File: config.mk
export PLATFORM = sky130hd
export DESIGN_NAME = uart_rom_dumper
export DESIGN_NICKNAME = d
export VERILOG_FILES = /design/src/rtl/uart_rom_dumper_pkg.sv /design/src/rtl/uart_tx_byte.sv /design/src/rtl/uart_rom_dumper.sv
export SDC_FILE = /design/constraint.sdc
export NUM_CORES = 1
export LEC_CHECK = 0
export ABC_AREA = 1
export CAP_MARGIN = 25
export CORE_ASPECT_RATIO = 1.75
export CORE_MARGIN = 1.5
export CORE_UTILIZATION = 25
export CTS_CLUSTER_DIAMETER = 60
export DETAILED_ROUTE_END_ITERATION = 10
export SLEW_MARGIN = 30
export SYNTH_ARGS = -nofsm -noshare
export SYNTH_HDL_FRONTEND = slang
export SYNTH_SLANG_ARGS = --single-unit
File: constraint.sdc
create_clock -name clk -period 1.4 [get_ports clk]
set_input_delay 0.42 -clock clk [delete_from_list [all_inputs] [get_ports clk]]
set_output_delay 0.42 -clock clk [all_outputs]
set_load 0.1 [all_outputs]
File: src/rtl/uart_rom_dumper_pkg.sv
// Shared UART framing constants, dumper FSM encoding and byte-lane helper
// used by the ROM dumper and its serializer.
package uart_rom_dumper_pkg;

  typedef enum logic [2:0] {
    ST_IDLE  = 3'd0,
    ST_FETCH = 3'd1,
    ST_LOAD  = 3'd2,
    ST_SEND  = 3'd3,
    ST_NEXT  = 3'd4
  } dump_state_e;

  localparam logic START_BIT        = 1'b0;
  localparam logic STOP_BIT         = 1'b1;
  localparam int   DATA_BITS        = 8;
  localparam int   CLKS_PER_BIT_DEF = 434;
  localparam int   BYTES_PER_WORD   = 4;

  function automatic logic [7:0] word_byte(input logic [31:0] word, input logic [1:0] idx);
    logic [7:0] sel;
    case (idx)
      2'd0:    sel = word[7:0];
      2'd1:    sel = word[15:8];
      2'd2:    sel = word[23:16];
      2'd3:    sel = word[31:24];
      default: sel = 8'h00;
    endcase
    return sel;
  endfunction

endpackage

File: src/rtl/uart_tx_byte.sv
// 8N1 byte serializer; ready rises in the final stop-bit cycle so a waiting
// byte follows with no idle bit in between.
module uart_tx_byte
  import uart_rom_dumper_pkg::*;
#(
  parameter int CLKS_PER_BIT = CLKS_PER_BIT_DEF
) (
  input  logic       clk,
  input  logic       rst_n,
  input  logic       valid_i,
  input  logic [7:0] data_i,
  output logic       ready_o,
  output logic       tx_o
);

  localparam int             CW            = $clog2(CLKS_PER_BIT);
  localparam logic [CW-1:0]  CNT_LAST      = CW'(CLKS_PER_BIT - 1);
  localparam logic [3:0]     IDX_LAST_DATA = 4'(DATA_BITS);
  localparam logic [3:0]     IDX_STOP      = 4'(DATA_BITS + 1);

  logic          active_q, active_d;
  logic [3:0]    idx_q, idx_d;
  logic [CW-1:0] cnt_q, cnt_d;
  logic [7:0]    sh_q, sh_d;
  logic          tx_q, tx_d;
  logic          bit_end;

  assign bit_end = (cnt_q == CNT_LAST);
  assign ready_o = !active_q || ((idx_q == IDX_STOP) && bit_end);
  assign tx_o    = tx_q;

  // Frame sequencing: bit index 0 is start, 1..8 data LSB first, 9 stop.
  always_comb begin
    active_d = active_q;
    idx_d    = idx_q;
    cnt_d    = cnt_q;
    sh_d     = sh_q;
    tx_d     = tx_q;
    if (valid_i && ready_o) begin
      active_d = 1'b1;
      idx_d    = 4'd0;
      cnt_d    = '0;
      sh_d     = data_i;
      tx_d     = START_BIT;
    end else if (active_q) begin
      if (bit_end) begin
        cnt_d = '0;
        if (idx_q == IDX_STOP) begin
          active_d = 1'b0;
          tx_d     = STOP_BIT;
        end else begin
          idx_d = idx_q + 4'd1;
          if (idx_q < IDX_LAST_DATA) begin
            tx_d = sh_q[0];
            sh_d = {1'b0, sh_q[7:1]};
          end else begin
            tx_d = STOP_BIT;
          end
        end
      end else begin
        cnt_d = cnt_q + CW'(1);
      end
    end else begin
      tx_d = STOP_BIT;
    end
  end

  // State register with synchronous active-low reset; line idles high.
  always_ff @(posedge clk) begin
    if (!rst_n) begin
      active_q <= 1'b0;
      idx_q    <= 4'd0;
      cnt_q    <= '0;
      sh_q     <= 8'h00;
      tx_q     <= STOP_BIT;
    end else begin
      active_q <= active_d;
      idx_q    <= idx_d;
      cnt_q    <= cnt_d;
      sh_q     <= sh_d;
      tx_q     <= tx_d;
    end
  end

endmodule

File: src/rtl/uart_rom_dumper.sv
// Streams a range of instruction-ROM words out over UART, four bytes per word,
// least significant byte first, so a host can read back a loaded program.
module uart_rom_dumper
  import uart_rom_dumper_pkg::*;
#(
  parameter int CLKS_PER_BIT = CLKS_PER_BIT_DEF,
  parameter int CNT_W        = 16
) (
  input  logic             clk,
  input  logic             rst_n,
  input  logic             start,
  input  logic [CNT_W-1:0] word_count,
  output logic [31:0]      rom_addr,
  input  logic [31:0]      rom_rd,
  output logic             uart_tx,
  output logic             busy,
  output logic             done
);

  localparam logic [CNT_W-1:0] CNT_ONE  = CNT_W'(1);
  localparam logic [2:0]       BYTE_END = 3'(BYTES_PER_WORD);

  dump_state_e      state_q, state_d;
  logic [CNT_W-1:0] remaining_q, remaining_d;
  logic [31:0]      addr_q, addr_d;
  logic [31:0]      word_q, word_d;
  logic [2:0]       bidx_q, bidx_d;
  logic             busy_q, busy_d;
  logic             done_q, done_d;

  logic             tx_valid;
  logic [7:0]       tx_data;
  logic             tx_ready;

  uart_tx_byte #(
    .CLKS_PER_BIT(CLKS_PER_BIT)
  ) u_tx (
    .clk    (clk),
    .rst_n  (rst_n),
    .valid_i(tx_valid),
    .data_i (tx_data),
    .ready_o(tx_ready),
    .tx_o   (uart_tx)
  );

  assign rom_addr = addr_q;
  assign busy     = busy_q;
  assign done     = done_q;

  // Dump sequencing; byte 0 is handed over straight from rom_rd in LOAD so the
  // first start bit follows LOAD with no extra cycle.
  always_comb begin
    state_d     = state_q;
    remaining_d = remaining_q;
    addr_d      = addr_q;
    word_d      = word_q;
    bidx_d      = bidx_q;
    busy_d      = busy_q;
    done_d      = 1'b0;
    tx_valid    = 1'b0;
    tx_data     = 8'h00;
    case (state_q)
      ST_IDLE: begin
        if (start) begin
          remaining_d = word_count;
          addr_d      = 32'd0;
          if (word_count == '0) begin
            done_d = 1'b1;
          end else begin
            busy_d  = 1'b1;
            state_d = ST_FETCH;
          end
        end else begin
          state_d = ST_IDLE;
        end
      end
      ST_FETCH: state_d = ST_LOAD;
      ST_LOAD: begin
        word_d   = rom_rd;
        tx_valid = 1'b1;
        tx_data  = rom_rd[7:0];
        if (tx_ready) begin
          bidx_d  = 3'd1;
          state_d = ST_SEND;
        end else begin
          state_d = ST_LOAD;
        end
      end
      ST_SEND: begin
        if (bidx_q != BYTE_END) begin
          tx_valid = 1'b1;
          tx_data  = word_byte(word_q, bidx_q[1:0]);
          if (tx_ready) begin
            bidx_d = bidx_q + 3'd1;
          end else begin
            bidx_d = bidx_q;
          end
        end else if (tx_ready) begin
          // Ready here marks the last cycle of byte 3's stop bit.
          if (remaining_q == CNT_ONE) begin
            done_d  = 1'b1;
            busy_d  = 1'b0;
            state_d = ST_IDLE;
          end else begin
            state_d = ST_NEXT;
          end
        end else begin
          state_d = ST_SEND;
        end
      end
      ST_NEXT: begin
        remaining_d = remaining_q - CNT_ONE;
        addr_d      = addr_q + 32'd1;
        state_d     = ST_FETCH;
      end
      default: begin
        busy_d  = 1'b0;
        state_d = ST_IDLE;
      end
    endcase
  end

  // State and output registers with synchronous active-low reset.
  always_ff @(posedge clk) begin
    if (!rst_n) begin
      state_q     <= ST_IDLE;
      remaining_q <= '0;
      addr_q      <= 32'd0;
      word_q      <= 32'd0;
      bidx_q      <= 3'd0;
      busy_q      <= 1'b0;
      done_q      <= 1'b0;
    end else begin
      state_q     <= state_d;
      remaining_q <= remaining_d;
      addr_q      <= addr_d;
      word_q      <= word_d;
      bidx_q      <= bidx_d;
      busy_q      <= busy_d;
      done_q      <= done_d;
    end
  end

endmodule

Word level (Yosys, flattened, before mapping)

Index checks and enable logic that the tools add are counted.

Flip-flop bits (word level): 111
Input bits: 51
Output and inout port bits: 35

Add/sub/neg operators: 5
Order comparisons: 1
Eq/ne operators: 21
Muxes and demuxes: 47
Bitwise gates (word level): 3
Reductions and logical operators: 20

Operators with widths:

| operator                | count |
|---|---|
| $pmux W32 S2            | 1 |
| $mux W8                 | 6 |
| $add A32 B1 Y32 const B | 1 |
| $mux W32                | 1 |
| $pmux W16 S2            | 1 |
| $pmux W8 S4             | 1 |
| $mux W3                 | 8 |
| $mux W1                 | 21 |
| $eq A16 B1 Y1 const B   | 1 |
| $logic_not A16 Y1       | 1 |
| $mux W16                | 1 |
| $pmux W8 S2             | 1 |
| $sub A16 B1 Y16 const B | 1 |
| $pmux W3 S5             | 1 |
| $ne A2 B2 Y1 const B    | 6 |
| $reduce_bool A2 Y1      | 5 |
| $add A9 B1 Y9 const B   | 1 |
| $eq A9 B9 Y1 const B    | 1 |
| $mux W9                 | 1 |
| $ne A3 B3 Y1 const B    | 3 |
| $reduce_and A4 Y1       | 2 |
| $eq A3 B2 Y1 const B    | 2 |
| $pmux W3 S2             | 1 |
| $reduce_and A6 Y1       | 1 |
| other kinds (21)        | 28 |

Longest topological paths before layout

Gate-level depths: netlist of run 1.

Depth after elaboration: 6
Depth in mapped cells: 12
Mapped depth without buffers: 12

Hierarchy

A second synthesis of run 1 with hierarchy kept.

Cell total of the unflattened synthesis: 944
Area total of the unflattened synthesis: 6085.8 um2

By module, submodules not included:

| module          | times used | cells an instance | area an instance (um2) |
|---|---|---|---|
| uart_rom_dumper | 1          | 771               | 4863.4 |
| uart_tx_byte    | 1          | 173               | 1222.4 |

Worst setup path before layout of run 1

Ideal clock, no wire load.

Kind: reg2reg
Start: reg addr_q[0] (netlist: rom_addr[0])
End: reg addr_q[26] (netlist: rom_addr[26])
Data arrival time: 2.271 ns
Setup slack: -0.986 ns
Cell stages (with the launch flop): 9
Period minus slack after synthesis: 2.386 ns
Cells stage by stage: dfxtp_1 > ha_1 > nand2_1 > nor2_1 > nand4_1 > nor2_2 > nand3_1 > o21ai_0 > nor2_1

Cells in the longest elaborated chain, start to end: 2

Ends and longest elaborated chain:

| element                | line                   | RTL |
|---|---|---|
| from (decl)            | uart_rom_dumper.sv:25  | `logic [31:0] addr_q, addr_d;` |
| from (signal assigned) | uart_rom_dumper.sv:136 | `addr_q <= addr_d;` |
| $add A32 B1 Y32        | uart_rom_dumper.sv:113 | `addr_d = addr_q + 32'd1;` |
| $pmux W32 S2           | uart_rom_dumper.sv:62  | `case (state_q)` |

Every way passes these cells.
A chain may end at the register's enable or synchronous reset.

Worst setup path in the final report of run 1

Start: reg state_q[1]
End: reg bidx_q[0]

Cells in the longest elaborated chain, start to end: 3
Elaborated cells between the ends (all ways): 8

Ends and longest elaborated chain:

| element                                              | line                   | RTL |
|---|---|---|
| from (decl)                                          | uart_rom_dumper.sv:23  | `dump_state_e state_q, state_d;` |
| from (signal assigned)                               | uart_rom_dumper.sv:134 | `state_q <= state_d;` |
| $eq A3 B2 Y1                                         | uart_rom_dumper.sv:62  |  |
| $ne A2 B1 Y1 (no line), or another cell as far along | -                      |  |
| $reduce_and A4 Y1 (no line)                          | -                      |  |
| to (signal assigned)                                 | uart_rom_dumper.sv:138 | `bidx_q <= bidx_d;` |
| to (decl)                                            | uart_rom_dumper.sv:27  | `logic [2:0] bidx_q, bidx_d;` |

Several ways; a longest one is shown, not always the timed one.

==> results of run 1 <==
==> power groups by stage <==
stage,clock [uW],sequential [uW],combinational [uW]
3_5_place_dp,0,4000,4170
2_1_floorplan,0,4130,2190
5_1_grt,2870,4040,6030
6_report,2710,3980,5540
3_3_place_gp,0,4000,4140
4_1_cts,2750,3960,4860
==> kinds of logic after synthesis <==
logic type	Yosys count
AOI/OAI and AO/OA	160
and+or+nand+nor	497
adders and majority gates	12
DFF	111
buffers and inverters	120
xor gates and xnor gates	10
==> metal layers <==
layer / share of wire, % / routed length [um] / track usage (%)
met5: 0 / 0 / 0
met3: 2.2 / 443 / 1.55
met1: 36 / 7300 / 15.7
met4: 4.9 / 989 / 8.52
met2: 57 / 11400 / 32.8
==> critical path, cell delays in order (launching register included) <==
cell and delay (ns):
dfxtp_2 0.36, inv_2 0.05, buf_6 0.11, nor2_4 0.09, inv_2 0.05, nor2_4 0.17, buf_6 0.14, o21ai_4 0.10
buf_6 0.15, buf_4 0.13, a211oi_2 0.17
==> Yosys cell counts <==
master    count  share of area [%]
ha_1         12                2.6
a21oi_1      55                4.7
nand2_4       1               0.19
buf_4         1               0.13
nand4_1       7               0.75
o21bai_1      2               0.26
buf_1         1              0.064
nand3b_1      4               0.51
o22ai_1       1               0.11
or2_2         2               0.21
inv_2         3               0.19
nand3_1      50                4.3
and3_1        1               0.11
nor3b_1       3               0.38
o221ai_1      2               0.30
buf_2        14                1.2
a211oi_1      4               0.51
xor2_1       10                1.5
nor2_1      159                 10
o21ai_1       2               0.17
nand2_1     243                 16
nand2_2       2               0.21
o21ai_0      81                6.9
a22oi_1       1               0.13
nor2_2        2               0.21
inv_1        85                5.4
dfxtp_1     111                 38
o211ai_1      5               0.64
nor2_8        1               0.34
nor3_1       17                1.5
buf_6         1               0.19
nor2_4        5               0.96
a21o_1        1               0.13
a31oi_1       6               0.64
clkbuf_1     15               0.96
==> state kept, by name, summed over array words and instances, names as in the netlist <==
name / cells
bidx_q: 3
busy: 1
done: 1
remaining_q: 16
rom_addr: 32
state_q: 3
u_tx.active_q: 1
u_tx.cnt_q: 9
u_tx.idx_q: 4
u_tx.sh_q: 8
u_tx.tx_o: 1
word_q: 32
==> through the flow <==
stage / total power (uW) / TNS, ns / util (%) / setup slack (ns)
after floorplan: 6320 / -2.13 / - / -0.225
after global routing: 12900 / -15.42 / 44.9 / -0.288
after detailed placement: 8180 / -24.74 / 37.8 / -0.437
final: 12200 / -6.33 / 44.9 / -0.189
after CTS: 11600 / -7.04 / 42.0 / -0.131
after global placement: 8140 / -23.13 / 37.8 / -0.398
==> path summary, 6_finish.rpt <==
path / depth (start not counted) / startpoint / slack (ns) / end
min reg2reg: 2 / word_q[2]$_SDFFE_PN0N_ / 0.46 / word_q[2]$_SDFFE_PN0N_
max: 10 / state_q[1]$_SDFFE_PN0P_ / -0.19 / bidx_q[0]$_SDFFE_PN0P_
min: 3 / rst_n / 0.43 / word_q[9]$_SDFFE_PN0N_
max reg2reg: 10 / state_q[1]$_SDFFE_PN0P_ / -0.19 / bidx_q[0]$_SDFFE_PN0P_
==> layout make-up <==
| class | count | area, um^2 |
|---|---|---|
| Clock buffer | 10 | 239 |
| Tap cell | 304 | 380 |
| Clock inverter | 6 | 72.6 |
| Fill cell | 2253 | 12700 |
| Multi-Input combinational cell | 680 | 3900 |
| Timing Repair Buffer | 296 | 3110 |
| Inverter | 88 | 348 |
| Sequential cell | 111 | 2350 |
==> repair_timing <==
| item | CTS | global route |
|---|---|---|
| hold buffers | 0 | 0 |
| pin swaps | 29 | 36 |
| endpoints found under the setup margin | 136 | 133 |
| gates cloned | 3 | 1 |
| resized for setup | 112 | 156 |
| setup buffers | 33 | 28 |
==> impl_metrics.yaml, run 1 <==
power_and_ir_drop:
  p_switching_uw: 4690
  seq_power_share_pct: 32.5
  intPower_uw: 7540
  clkPwrFrac_pct: 22.1
  irDropWorstVdd_mv: 0.830
  p_comb_share_pct: 45.3
  leakagePower_uw: 0.00435
  pwr_density_cell_nw_per_um2: 1180
  switching_share_pct: 38.3
global_route:
  grt-ovfl-total: 0
  grt_max_degree: 27
  antenna_found_initial: 0
  grt_pass1_vias: 6744
  track_usage_pct: 16.1
  grt_pass1_wl_mm: 31.8
logic_synthesis:
  syn-num-nets: 973
  yosys_warnings: 0
  synthXorXnorAreaFrac_pct: 1.49
  ys_ff_latch: 111
  yosysSeqAreaShare_pct: 37.9
  synth_compound_area_share_pct: 14.5
  avgSynthCellArea_um2: 6.44
  yosysUniqueCellTypes: 35
  synth_fa_ha_area_share_pct: 2.56
  synth-simple-area-share_pct: 35.4
  postSynthCellCount: 910
  synthMuxAreaShare_pct: 0
  synth_top_family_by_area: "simple AND/OR/NAND/NOR gates"
  syn_area_um2: 5860
setup_path:
  end_kind: "flip-flop"
  worstPathMaxFanout: 6
  crit_arrival_ns: 1.86
  cp-start-kind: "flip-flop"
  cp.required_ns: 1.67
  crit_type: "reg -> reg"
timing:
  rsz0062_at_grt: "true"
  slew_viol_final: 0
  tightest_slew_ns: 0.304
  relSlewSlack_pct: 79.6
  timing.final.ws_setup_ns: -0.189
  finalSetupViolations: 92
  fin_hold_ws_ns: 0.428
  max_freq_mhz: 630
  min_period_ns: 1.59
  hold_viol: 0
  fin_skew_ns: 0.0119
  post-route-period-util_pct: 113
clocking:
  cts_sinks: 111
  numCtsBuffers: 9
  insertion_delay_ns: 0.36
  tritoncts: "done"
  h-tree-depth: 3
  clockBufferDepth: 2
  cts.clk_slew.worst_paths_ns: 0.08
  clockRootBuffer: "clkbuf_16"
min_path:
  hold_class: "in -> reg"
placement:
  gp_congestion: 0.867
  dp_cells: 1423
  io_buffer_count: 85
  hpwlAfterDp_mm: 14.4
  place_area_um2: 8740
layout:
  final_cell_mix: "nand2_1, buf_4, nor2_1"
  layout_commonest_cell: "nand2_1"
  diodes: 0
  drive_above_1_share_pct: 40.4
  fin_cells: 1495
  design_area_um2: 10400
  areaGrowthSynthToFinish_pct: 77.4
  fin_nets: 1249
drt:
  vias_per_cell: 4.57
  drc: 0
  routed_wl_mm: 20.2
  drt_iter0_markers: 290
  drtPass1Iterations: 4
  wire_per_inst_um: 13.5
  via_count: 6832
  drtAntennaViolNets: 0
die:
  dieArea_um2: 24400
  rows: 74
  start_util_pct: 25.3
  die_w_um: 119
  core_um2: 23100
  io_pins: 86
  die_h_um: 206
run_status:
  violations: "negative setup slack"
  outcome: "finished with violations"
run:
  cap_violations: 0
Note: power is estimated with default switching activity, not from simulation.
==> run 2, diff against run 1 <==
- PLACE_DENSITY: default -> 0.49
- SETUP_SLACK_MARGIN: default -> 0.02
- SLEW_MARGIN: 30 -> 10
==> impl_metrics.yaml, run 2 (synthesized netlist as in run 1, its figures left out) <==
run_status:
  outcome: "finished with violations"
  violations: "negative setup slack"
layout:
  drive_above_1_share_pct: 43.3
  areaGrowthSynthToFinish_pct: 82.8
  fin_nets: 1253
  diodes: 0
  layout_commonest_cell: "nand2_1"
  design_area_um2: 10700
  finish.utilization_pct: 46.3
  final_cell_mix: "nand2_1, buf_4, nor2_1"
drt:
  drtPass1Iterations: 4
  drt_iter0_markers: 244
  drtAntennaViolNets: 0
  vias_per_cell: 4.55
  routed_wl_mm: 20.7
  wire_per_inst_um: 13.8
  drc: 0
  via_count: 6817
clocking:
  tritoncts: "done"
  clockRootBuffer: "clkbuf_16"
  cts.clk_slew.worst_paths_ns: 0.08
  cts_hold_buf: 0
  clockBufferDepth: 2
  numCtsBuffers: 9
  h-tree-depth: 3
  cts_sinks: 111
  insertion_delay_ns: 0.37
placement:
  gp_congestion: 0.889
  place_area_um2: 8810
  io_buffer_count: 85
  hpwlAfterDp_mm: 14.9
timing:
  min_period_ns: 1.56
  tightest_slew_ns: 0.298
  relSlewSlack_pct: 80.0
  hold_viol: 0
  slew_viol_final: 0
  post-route-period-util_pct: 112
  rsz0062_at_grt: "true"
  timing.final.ws_setup_ns: -0.163
  fin_skew_ns: 0.0167
  max_freq_mhz: 640
  finalSetupViolations: 94
  tns_ns: -6.57
power_and_ir_drop:
  pwr_density_cell_nw_per_um2: 1170
  irDropWorstVdd_mv: 0.835
  leakagePower_uw: 0.00442
setup_path:
  cp-start-kind: "flip-flop"
  worstPathMaxFanout: 7
  end_kind: "flip-flop"
  crit_arrival_ns: 1.82
  cp-startpoint: "state_q[0]$_SDFFE_PN0P_"
  timing.rr.start: "state_q[0]$_SDFFE_PN0P_"
  reg2reg_slack_ns: -0.16
  cp.required_ns: 1.66
  crit_type: "reg -> reg"
global_route:
  antenna_found_initial: 0
  grt_pass1_vias: 6765
  track_usage_pct: 16.8
  grt_pass1_wl_mm: 32.7
  grt-ovfl-total: 0
  grt_max_degree: 27
die:
  die_h_um: 206
  dieArea_um2: 24400
  rows: 74
  io_pins: 86
  start_util_pct: 25.3
  die_w_um: 119
  core_um2: 23100
min_path:
  worstHoldStart: "word_q[7]$_SDFFE_PN0N_"
  hold_class: "reg -> reg"
run:
  cap_violations: 0
run 2: critical path, stage by stage (launching register included):
cell	delay [ns]
dfxtp_2	0.33
buf_6	0.13
nor2_4	0.13
nand2_4	0.07
nor2_4	0.20
buf_6	0.15
inv_8	0.05
buf_12	0.14
nand2_2	0.05
inv_1	0.03
o21ai_1	0.11
a21oi_1	0.05
run 2: power by group:
| part | switching [uW] | internal (uW) |
|---|---|---|
| Combinational | 3110 | 2680 |
| Clock | 1320 | 1400 |
| Sequential | 353 | 3630 |
run 2: final cells by class:
class | instances | area [um^2]
Sequential cell | 111 | 2360
Tap cell | 304 | 380
Clock inverter | 5 | 45.0
Fill cell | 2344 | 12400
Inverter | 88 | 355
Timing Repair Buffer | 299 | 3230
Multi-Input combinational cell | 681 | 4070
Clock buffer | 11 | 264
run 2: routing by layer:
layer,track usage (%),share of wire (%)
met3,2.05,2.2
met1,16.3,37
met2,34.4,57
met4,8.00,4.1
met5,0,0
run 2: stage by stage:
step	hold WS, ns	setup slack, ns	std cells	total power, uW
after global placement	0.443	-0.460	1420	8410
after detailed placement	0.446	-0.479	1420	8420
after global routing	0.479	-0.235	1499	13300
after floorplan	0.438	-0.225	910	6370
final	0.460	-0.163	1499	12500
after CTS	0.459	-0.119	1478	12100
run 2: final timing paths:
kind,endpoint,depth (start not counted)
worst max-delay path,rom_addr[18]$_SDFFE_PN0P_,11
worst min-delay path,word_q[7]$_SDFFE_PN0N_,2
worst max register to register,rom_addr[18]$_SDFFE_PN0P_,11
worst min register to register,word_q[7]$_SDFFE_PN0N_,2
run 2: repair_timing:
| action | 4_1_cts | 5_1_grt |
|---|---|---|
| gates cloned | 3 | 3 |
| pin swaps | 53 | 50 |
| endpoints found under the setup margin | 130 | 136 |
| resized for setup | 189 | 117 |
| buffers inserted | 40 | 20 |
